## config.mk

```make
export PLATFORM = sky130hd
export DESIGN_NAME = twdl_cmult_align
export DESIGN_NICKNAME = d
export VERILOG_FILES = /design/src/rtl/twdl_pkg.sv /design/src/rtl/cmult_pipe.sv /design/src/rtl/twdl_cmult_align.sv
export SDC_FILE = /design/constraint.sdc
export NUM_CORES = 2
export LEC_CHECK = 0
export BUFFER_PORTS_ARGS = -buffer_cell sky130_fd_sc_hd__buf_2
export CAP_MARGIN = 40
export CORE_ASPECT_RATIO = 1.4
export CORE_MARGIN = 8
export CORE_UTILIZATION = 60
export CTS_BUF_LIST = sky130_fd_sc_hd__clkbuf_16
export DETAILED_ROUTE_END_ITERATION = 7
export GPL_TIMING_DRIVEN = 0
export PLACE_DENSITY = 0.77
export SLEW_MARGIN = 15
export SYNTH_ARGS = -nofsm -noshare
export SYNTH_HDL_FRONTEND = slang
export SYNTH_SLANG_ARGS = --single-unit
```

## constraint.sdc

```tcl
create_clock -name clk -period 26 [get_ports clk]
set_input_delay 7.8 -clock clk [delete_from_list [all_inputs] [get_ports clk]]
set_output_delay 7.8 -clock clk [all_outputs]
set_load 0.02 [all_outputs]
```

## src/rtl/twdl_pkg.sv

```systemverilog
// twdl_pkg: shared constants and types for the twiddle-aligned complex multiplier.
package twdl_pkg;

    localparam int TWDL_LAT    = 24;   // CORDIC generator latency in clk cycles
    localparam int TWDL_FRAC   = 14;   // twiddle unity = 2**TWDL_FRAC
    localparam int W_TWDL_DATA = 16;   // default data/twiddle width

    typedef struct packed {
        logic signed [15:0] re;
        logic signed [15:0] im;
    } cplx16_t;

    // Control bits that travel alongside each data sample.
    typedef struct packed {
        logic valid;
        logic sop;
        logic eop;
        logic sel3;
    } twdl_ctl_t;

endpackage

```

## src/rtl/cmult_pipe.sv

```systemverilog
// cmult_pipe: 3-stage complex multiply with round-half-up and narrowing.
//   S1 products, S2 cross-add plus rounding constant, S3 shift and narrow.
// TWDL_CMULT_SAT_EN defined: S3 saturates and reports clamps on sat_o.
// TWDL_CMULT_SAT_EN undefined: S3 wraps and sat_o does not exist.
module cmult_pipe
    import twdl_pkg::*;
#(
    parameter int W_DATA    = W_TWDL_DATA,
    parameter int W_TWDL    = W_TWDL_DATA,
    parameter int TWDL_FRAC = twdl_pkg::TWDL_FRAC
) (
    input  logic                     clk_i,
    input  logic                     rst_i,
    input  logic signed [W_DATA-1:0] a_re_i,
    input  logic signed [W_DATA-1:0] a_im_i,
    input  logic signed [W_TWDL-1:0] b_re_i,
    input  logic signed [W_TWDL-1:0] b_im_i,
    output logic signed [W_DATA-1:0] re_o,
    output logic signed [W_DATA-1:0] im_o
`ifdef TWDL_CMULT_SAT_EN
    ,
    output logic                     sat_o
`endif
);

    localparam int W_P = W_DATA + W_TWDL;   // full product width
    localparam int W_S = W_P + 1;           // one guard bit for the cross sum
    localparam logic signed [W_S-1:0] RND = W_S'(2 ** (TWDL_FRAC - 1));

    logic signed [W_P-1:0]    ac_q, bd_q, ad_q, bc_q;
    logic signed [W_S-1:0]    re_q, im_q;
    logic signed [W_DATA-1:0] re_d, im_d;

`ifdef TWDL_CMULT_SAT_EN
    localparam logic signed [W_S-1:0] MAXV = W_S'(2 ** (W_DATA - 1) - 1);
    localparam logic signed [W_S-1:0] MINV = W_S'(-(2 ** (W_DATA - 1)));

    logic re_clamp, im_clamp;

    // Floor-shift then clamp into the output range, flagging any clamp.
    function automatic logic signed [W_DATA-1:0] narrow(input logic signed [W_S-1:0] v,
                                                        output logic clamp);
        logic signed [W_S-1:0] sh;
        sh    = v >>> TWDL_FRAC;
        clamp = 1'b0;
        if (sh > MAXV) begin
            narrow = MAXV[W_DATA-1:0];
            clamp  = 1'b1;
        end else if (sh < MINV) begin
            narrow = MINV[W_DATA-1:0];
            clamp  = 1'b1;
        end else begin
            narrow = sh[W_DATA-1:0];
        end
    endfunction
`else
    // Floor-shift then keep the low bits; out-of-range results wrap.
    function automatic logic signed [W_DATA-1:0] narrow(input logic signed [W_S-1:0] v);
        narrow = W_DATA'(v >>> TWDL_FRAC);
    endfunction
`endif

    // S1: four full-width products; data path registers carry no reset.
    always_ff @(posedge clk_i) begin
        ac_q <= W_P'(a_re_i) * W_P'(b_re_i);
        bd_q <= W_P'(a_im_i) * W_P'(b_im_i);
        ad_q <= W_P'(a_re_i) * W_P'(b_im_i);
        bc_q <= W_P'(a_im_i) * W_P'(b_re_i);
    end

    // S2: cross sums with the half-LSB rounding constant folded in.
    always_ff @(posedge clk_i) begin
        re_q <= W_S'(ac_q) - W_S'(bd_q) + RND;
        im_q <= W_S'(ad_q) + W_S'(bc_q) + RND;
    end

    // S3 combinational narrowing of the rounded sums.
    always_comb begin
`ifdef TWDL_CMULT_SAT_EN
        re_clamp = 1'b0;
        im_clamp = 1'b0;
        re_d = narrow(re_q, re_clamp);
        im_d = narrow(im_q, im_clamp);
`else
        re_d = narrow(re_q);
        im_d = narrow(im_q);
`endif
    end

    // S3 output registers; cleared on reset so the block powers up quiet.
    always_ff @(posedge clk_i) begin
        if (rst_i) begin
            re_o  <= '0;
            im_o  <= '0;
`ifdef TWDL_CMULT_SAT_EN
            sat_o <= 1'b0;
`endif
        end else begin
            re_o  <= re_d;
            im_o  <= im_d;
`ifdef TWDL_CMULT_SAT_EN
            sat_o <= re_clamp | im_clamp;
`endif
        end
    end

endmodule

```

## src/rtl/twdl_cmult_align.sv

```systemverilog
// twdl_cmult_align: delays the data stream by the twiddle generator latency,
// picks the k=1 or k=3 twiddle and multiplies through cmult_pipe.
// Optional macro TWDL_CMULT_SAT_EN: saturate the product and keep a sticky ovf.
module twdl_cmult_align
    import twdl_pkg::*;
#(
    parameter int W_DATA    = W_TWDL_DATA,
    parameter int W_TWDL    = W_TWDL_DATA,
    parameter int TWDL_FRAC = twdl_pkg::TWDL_FRAC,
    parameter int TWDL_LAT  = twdl_pkg::TWDL_LAT
) (
    input  logic                     clk,
    input  logic                     rst,
    input  logic                     din_valid,
    input  logic                     din_sop,
    input  logic                     din_eop,
    input  logic                     din_sel3,
    input  logic signed [W_DATA-1:0] din_real,
    input  logic signed [W_DATA-1:0] din_imag,
    input  logic signed [W_TWDL-1:0] tw1_real,
    input  logic signed [W_TWDL-1:0] tw1_imag,
    input  logic signed [W_TWDL-1:0] tw3_real,
    input  logic signed [W_TWDL-1:0] tw3_imag,
    output logic                     dout_valid,
    output logic                     dout_sop,
    output logic                     dout_eop,
    output logic signed [W_DATA-1:0] dout_real,
    output logic signed [W_DATA-1:0] dout_imag,
    output logic                     err_gap,
    output logic                     ovf
);

    localparam int MUL_STAGES = 3;

    twdl_ctl_t                ctl_q [TWDL_LAT];
    logic signed [W_DATA-1:0] dre_q [TWDL_LAT];
    logic signed [W_DATA-1:0] dim_q [TWDL_LAT];
    logic [MUL_STAGES-1:0]    vld_pipe_q, sop_pipe_q, eop_pipe_q;
    logic                     in_frame_q, err_gap_q;
    twdl_ctl_t                ctl_out;
    logic signed [W_TWDL-1:0] tw_re, tw_im;

    assign ctl_out = ctl_q[TWDL_LAT-1];

    // Control delay line; reset flushes every in-flight valid/sop/eop.
    always_ff @(posedge clk) begin
        if (rst) begin
            for (int i = 0; i < TWDL_LAT; i++) ctl_q[i] <= '0;
        end else begin
            ctl_q[0] <= {din_valid, din_sop, din_eop, din_sel3};
            for (int i = 1; i < TWDL_LAT; i++) ctl_q[i] <= ctl_q[i-1];
        end
    end

    // Data delay line; advances every cycle regardless of din_valid.
    always_ff @(posedge clk) begin
        dre_q[0] <= din_real;
        dim_q[0] <= din_imag;
        for (int i = 1; i < TWDL_LAT; i++) begin
            dre_q[i] <= dre_q[i-1];
            dim_q[i] <= dim_q[i-1];
        end
    end

    // Live generator outputs pair with the sample leaving the delay line.
    always_comb begin
        tw_re = ctl_out.sel3 ? tw3_real : tw1_real;
        tw_im = ctl_out.sel3 ? tw3_imag : tw1_imag;
    end

`ifdef TWDL_CMULT_SAT_EN
    logic sat, ovf_q;
`endif

    cmult_pipe #(
        .W_DATA    (W_DATA),
        .W_TWDL    (W_TWDL),
        .TWDL_FRAC (TWDL_FRAC)
    ) u_cmult (
        .clk_i  (clk),
        .rst_i  (rst),
        .a_re_i (dre_q[TWDL_LAT-1]),
        .a_im_i (dim_q[TWDL_LAT-1]),
        .b_re_i (tw_re),
        .b_im_i (tw_im),
        .re_o   (dout_real),
        .im_o   (dout_imag)
`ifdef TWDL_CMULT_SAT_EN
        ,
        .sat_o  (sat)
`endif
    );

    // Control shadow of the multiplier stages.
    always_ff @(posedge clk) begin
        if (rst) begin
            vld_pipe_q <= '0;
            sop_pipe_q <= '0;
            eop_pipe_q <= '0;
        end else begin
            vld_pipe_q <= {vld_pipe_q[MUL_STAGES-2:0], ctl_out.valid};
            sop_pipe_q <= {sop_pipe_q[MUL_STAGES-2:0], ctl_out.sop};
            eop_pipe_q <= {eop_pipe_q[MUL_STAGES-2:0], ctl_out.eop};
        end
    end

    assign dout_valid = vld_pipe_q[MUL_STAGES-1];
    assign dout_sop   = sop_pipe_q[MUL_STAGES-1];
    assign dout_eop   = eop_pipe_q[MUL_STAGES-1];

    // Input-side frame tracker: eop wins over sop so a 1-sample frame never opens.
    always_ff @(posedge clk) begin
        if (rst) begin
            in_frame_q <= 1'b0;
            err_gap_q  <= 1'b0;
        end else if (din_valid) begin
            if (din_eop)      in_frame_q <= 1'b0;
            else if (din_sop) in_frame_q <= 1'b1;
        end else if (in_frame_q) begin
            err_gap_q <= 1'b1;
        end
    end

    assign err_gap = err_gap_q;

`ifdef TWDL_CMULT_SAT_EN
    // Sticky overflow, counted only when the clamped sample is a real output.
    always_ff @(posedge clk) begin
        if (rst)                     ovf_q <= 1'b0;
        else if (sat && dout_valid)  ovf_q <= 1'b1;
    end
    assign ovf = ovf_q;
`else
    assign ovf = 1'b0;
`endif

endmodule

```

==> results.yml <==
cts:
  cts.sinks: 1059
  ctsResizeCount: 0
  clk_latency_ns: 0.70
  post-cts-setup-buffers: 0
  cts.path.max_buffers: 3
  numCtsBuffers: 88
  cts_tree: "done"
  hold_buffers: 0
  cts_max_level: 3
  root_buffer: "clkbuf_16"
  cts.clk_slew.worst_paths_ns: 0.09
logic_synthesis:
  synth_top_family_by_area: "adder cells"
  async_reset_ff_share_pct: 0
  synth_edf_count: 0
  yosysWarnings: 0
  synth_compound_area_share_pct: 3.37
  syn_area_um2: 62800
  ys_ff_latch: 1059
  synth_cell_type_count: 63
  syn_nets: 7292
  syn_area_per_cell_um2: 10.9
  synth-xor-area-share_pct: 2.68
  yosys.area_share.simple_pct: 11.2
  yosys_most_used_dff: "dfxtp_1"
  synth_cells: 5772
  ys_seq_area_share_pct: 33.8
  synth_mux_area_share_pct: 0.582
  synthAdderAreaFrac_pct: 40.1
drt:
  wl_mm: 178
  wl_per_cell_um: 23.5
  final_antenna_net_count: 0
  drc_errors: 0
  vias: 40100
  avgViaCountPerCell: 5.32
  drt_iter0_drc: 2877
  first_pass_iters: 7
setup_path:
  r2r_start: "ctl_q[2][28]"
  cp.depth: 26
  r2r-end: "u_cmult.ac_q[29]"
  worst_path_most_repeated_cell: "fa_1"
  crit_type: "in2reg"
  critPathBufInv: 8
  end_kind: "register"
  critPathLaunch: "tw3_imag[15]"
  rrSetupSlack_ns: 16.28
  crit_family: "adder cells"
  cp_slowest_cell: "a2111oi_0"
  path_max_fanout: 7
  crit_end: "u_cmult.ad_q[28]"
  reg2reg_depth: 24
  slowest_delay_ns: 0.83
  arrival_ns: 15.62
  start_kind: "input port"
  crit_required_ns: 26.59
global_route:
  grtUsageTotal_pct: 32.1
  grt_pass1_wl_mm: 269
  grt_pass1_vias: 44100
  grt_antenna_before_repair: 15
  grt_max_degree: 18
  overflow: 0
sta:
  rsz0062_at_grt: "no"
  setup_viol: 0
  fin_worst_skew_ns: 0.0626
  hold_violations: 0
  maxSlewHeadroom_pct: 34.4
  hold_ws_ns: 0.285
  finalSetupTns_ns: 0
  max_freq_ghz: 0.0666
  period_minus_slack_ns: 15.02
  fin_crit_sh_pct: 57.8
  final_max_slew_viol_count: 0
  worstMarginPinSlew_ns: 0.984
floorplan:
  io_pins: 139
  initial_core_util_pct: 60.4
  die_y_um: 399
  die_area_um2: 115000
  rows: 140
  dieWidth_um: 289
  coreArea_um2: 104000
placement:
  dp.cells: 7357
  gp_congestion: 1.01
  dpl.hpwl_mm: 143
  port_buffers: 136
min_path:
  hp-class: "reg2reg"
outcome:
  outcome: "complete, no violations"
layout:
  drive_above_1_share_pct: 7.17
  layout.cells.non_filler: 7543
  fin_nets: 7630
  syn2layout_area_growth_pct: 10.8
job:
  max_cap_violations: 0
cell families after synthesis:
| group | after synthesis |
|---|---|
| AO/OA/AOI/OAI | 320 |
| flip-flops | 1059 |
| adder cells (fa/ha/maj) | 1418 |
| AND/OR/NAND/NOR | 1370 |
| XOR/XNOR | 192 |
| other | 1 |
| buffers and inverters | 1379 |
| multiplexers | 33 |
how the worst min path moves through the flow:
stage	depth (start not counted)	start	endpoint	slack [ns]
after CTS	0	dre_q[2][98]	dre_q[2][114]	0.28
after floorplan	0	dim_q[0][84]	dim_q[0][100]	0.31
after global routing	0	dre_q[2][53]	dre_q[2][69]	0.29
final	0	dre_q[2][98]	dre_q[2][114]	0.29
after detailed placement	0	dre_q[0][106]	dre_q[0][122]	0.31
after global placement	0	dim_q[2][107]	dim_q[2][123]	0.31
synth_stat cells, types with 3 or more instances:
library cell | instances | area share, %
inv_1 | 1165 | 7.0
dfxtp_1 | 1059 | 34
fa_1 | 992 | 32
nand2_1 | 515 | 3.1
and2_1 | 436 | 4.3
ha_1 | 426 | 8.5
clkbuf_1 | 212 | 1.3
nor2b_1 | 206 | 2.1
xnor2_1 | 143 | 2.0
nor2_1 | 97 | 0.58
a21oi_1 | 95 | 0.76
a21o_1 | 56 | 0.67
xor2_1 | 49 | 0.68
o21ai_0 | 47 | 0.37
mux2_2 | 28 | 0.50
or2_2 | 26 | 0.26
nand2b_1 | 21 | 0.21
nand3_1 | 17 | 0.14
nor3_1 | 17 | 0.14
o21a_1 | 16 | 0.19
o21bai_1 | 16 | 0.19
a31oi_1 | 15 | 0.15
a211oi_1 | 12 | 0.14
and3_1 | 10 | 0.10
o211ai_1 | 9 | 0.11
nand4_1 | 8 | 0.080
or4_1 | 6 | 0.072
a211o_1 | 5 | 0.070
mux2i_1 | 5 | 0.080
o31ai_1 | 5 | 0.060
o21ai_1 | 4 | 0.032
a221o_1 | 3 | 0.048
a221oi_1 | 3 | 0.042
a311oi_1 | 3 | 0.042
nor4_1 | 3 | 0.030
o2111a_1 | 3 | 0.054
or3_1 | 3 | 0.030
through the flow:
stage	util (%)	cell area [µm²]	setup slack, ns
2_1_floorplan	-	62800	12.36
3_3_place_gp	62.7	65100	10.0
3_5_place_dp	64.0	66400	10.47
4_1_cts	66.7	69300	11.12
5_1_grt	66.9	69500	10.66
6_report	66.9	69500	10.98
registers in the layout, summed over array words and instances (netlist names):
name,cells
u_cmult.bc_q,30
u_cmult.ad_q,30
u_cmult.bd_q,30
u_cmult.re_q,16
ctl_q,96
u_cmult.re_o,16
sop_pipe_q,3
u_cmult.ac_q,30
u_cmult.im_o,16
eop_pipe_q,3
u_cmult.im_q,16
err_gap,1
in_frame_q,1
vld_pipe_q,3
dre_q,384
dim_q,384
final cells by class:
| class | count | area, µm² |
|---|---|---|
| multi-input combinational | 3334 | 36400 |
| timing repair buffer | 248 | 2120 |
| tap | 1349 | 1690 |
| inverter | 1165 | 4370 |
| buffer | 214 | 812 |
| clock inverter | 73 | 699 |
| antenna | 13 | 32.5 |
| sequential | 1059 | 21200 |
| fill | 7847 | 34400 |
| clock buffer | 88 | 2200 |
cell usage in the layout (no fill, tap or decap), types with 95 or more instances in the layout:
cell	netlist	routed
xnor2_1	143	143
inv_1	1165	1181
nor2_1	97	97
nand2_1	515	515
dfxtp_1	1059	1059
clkbuf_1	212	208
and2_1	436	436
nor2b_1	206	206
a21oi_1	95	95
ha_1	426	426
fa_1	992	992
buf_2	0	137
routing by layer:
layer  global-route usage [%]  part of all wire [%]  routed length (µm)  up-vias
met5                        0                 0.034                  60        -
met4                     22.7                   8.8               15600        8
met3                     6.28                   7.6               13400      479
met2                     51.1                    46               82000     1548
met1                     39.1                    37               66600    20300
li1                         -                     -                   -    17800
Power is left out: the tool's default activity adds up to more than one toggle a clock period on the data nets, which glitch-free logic cannot reach.
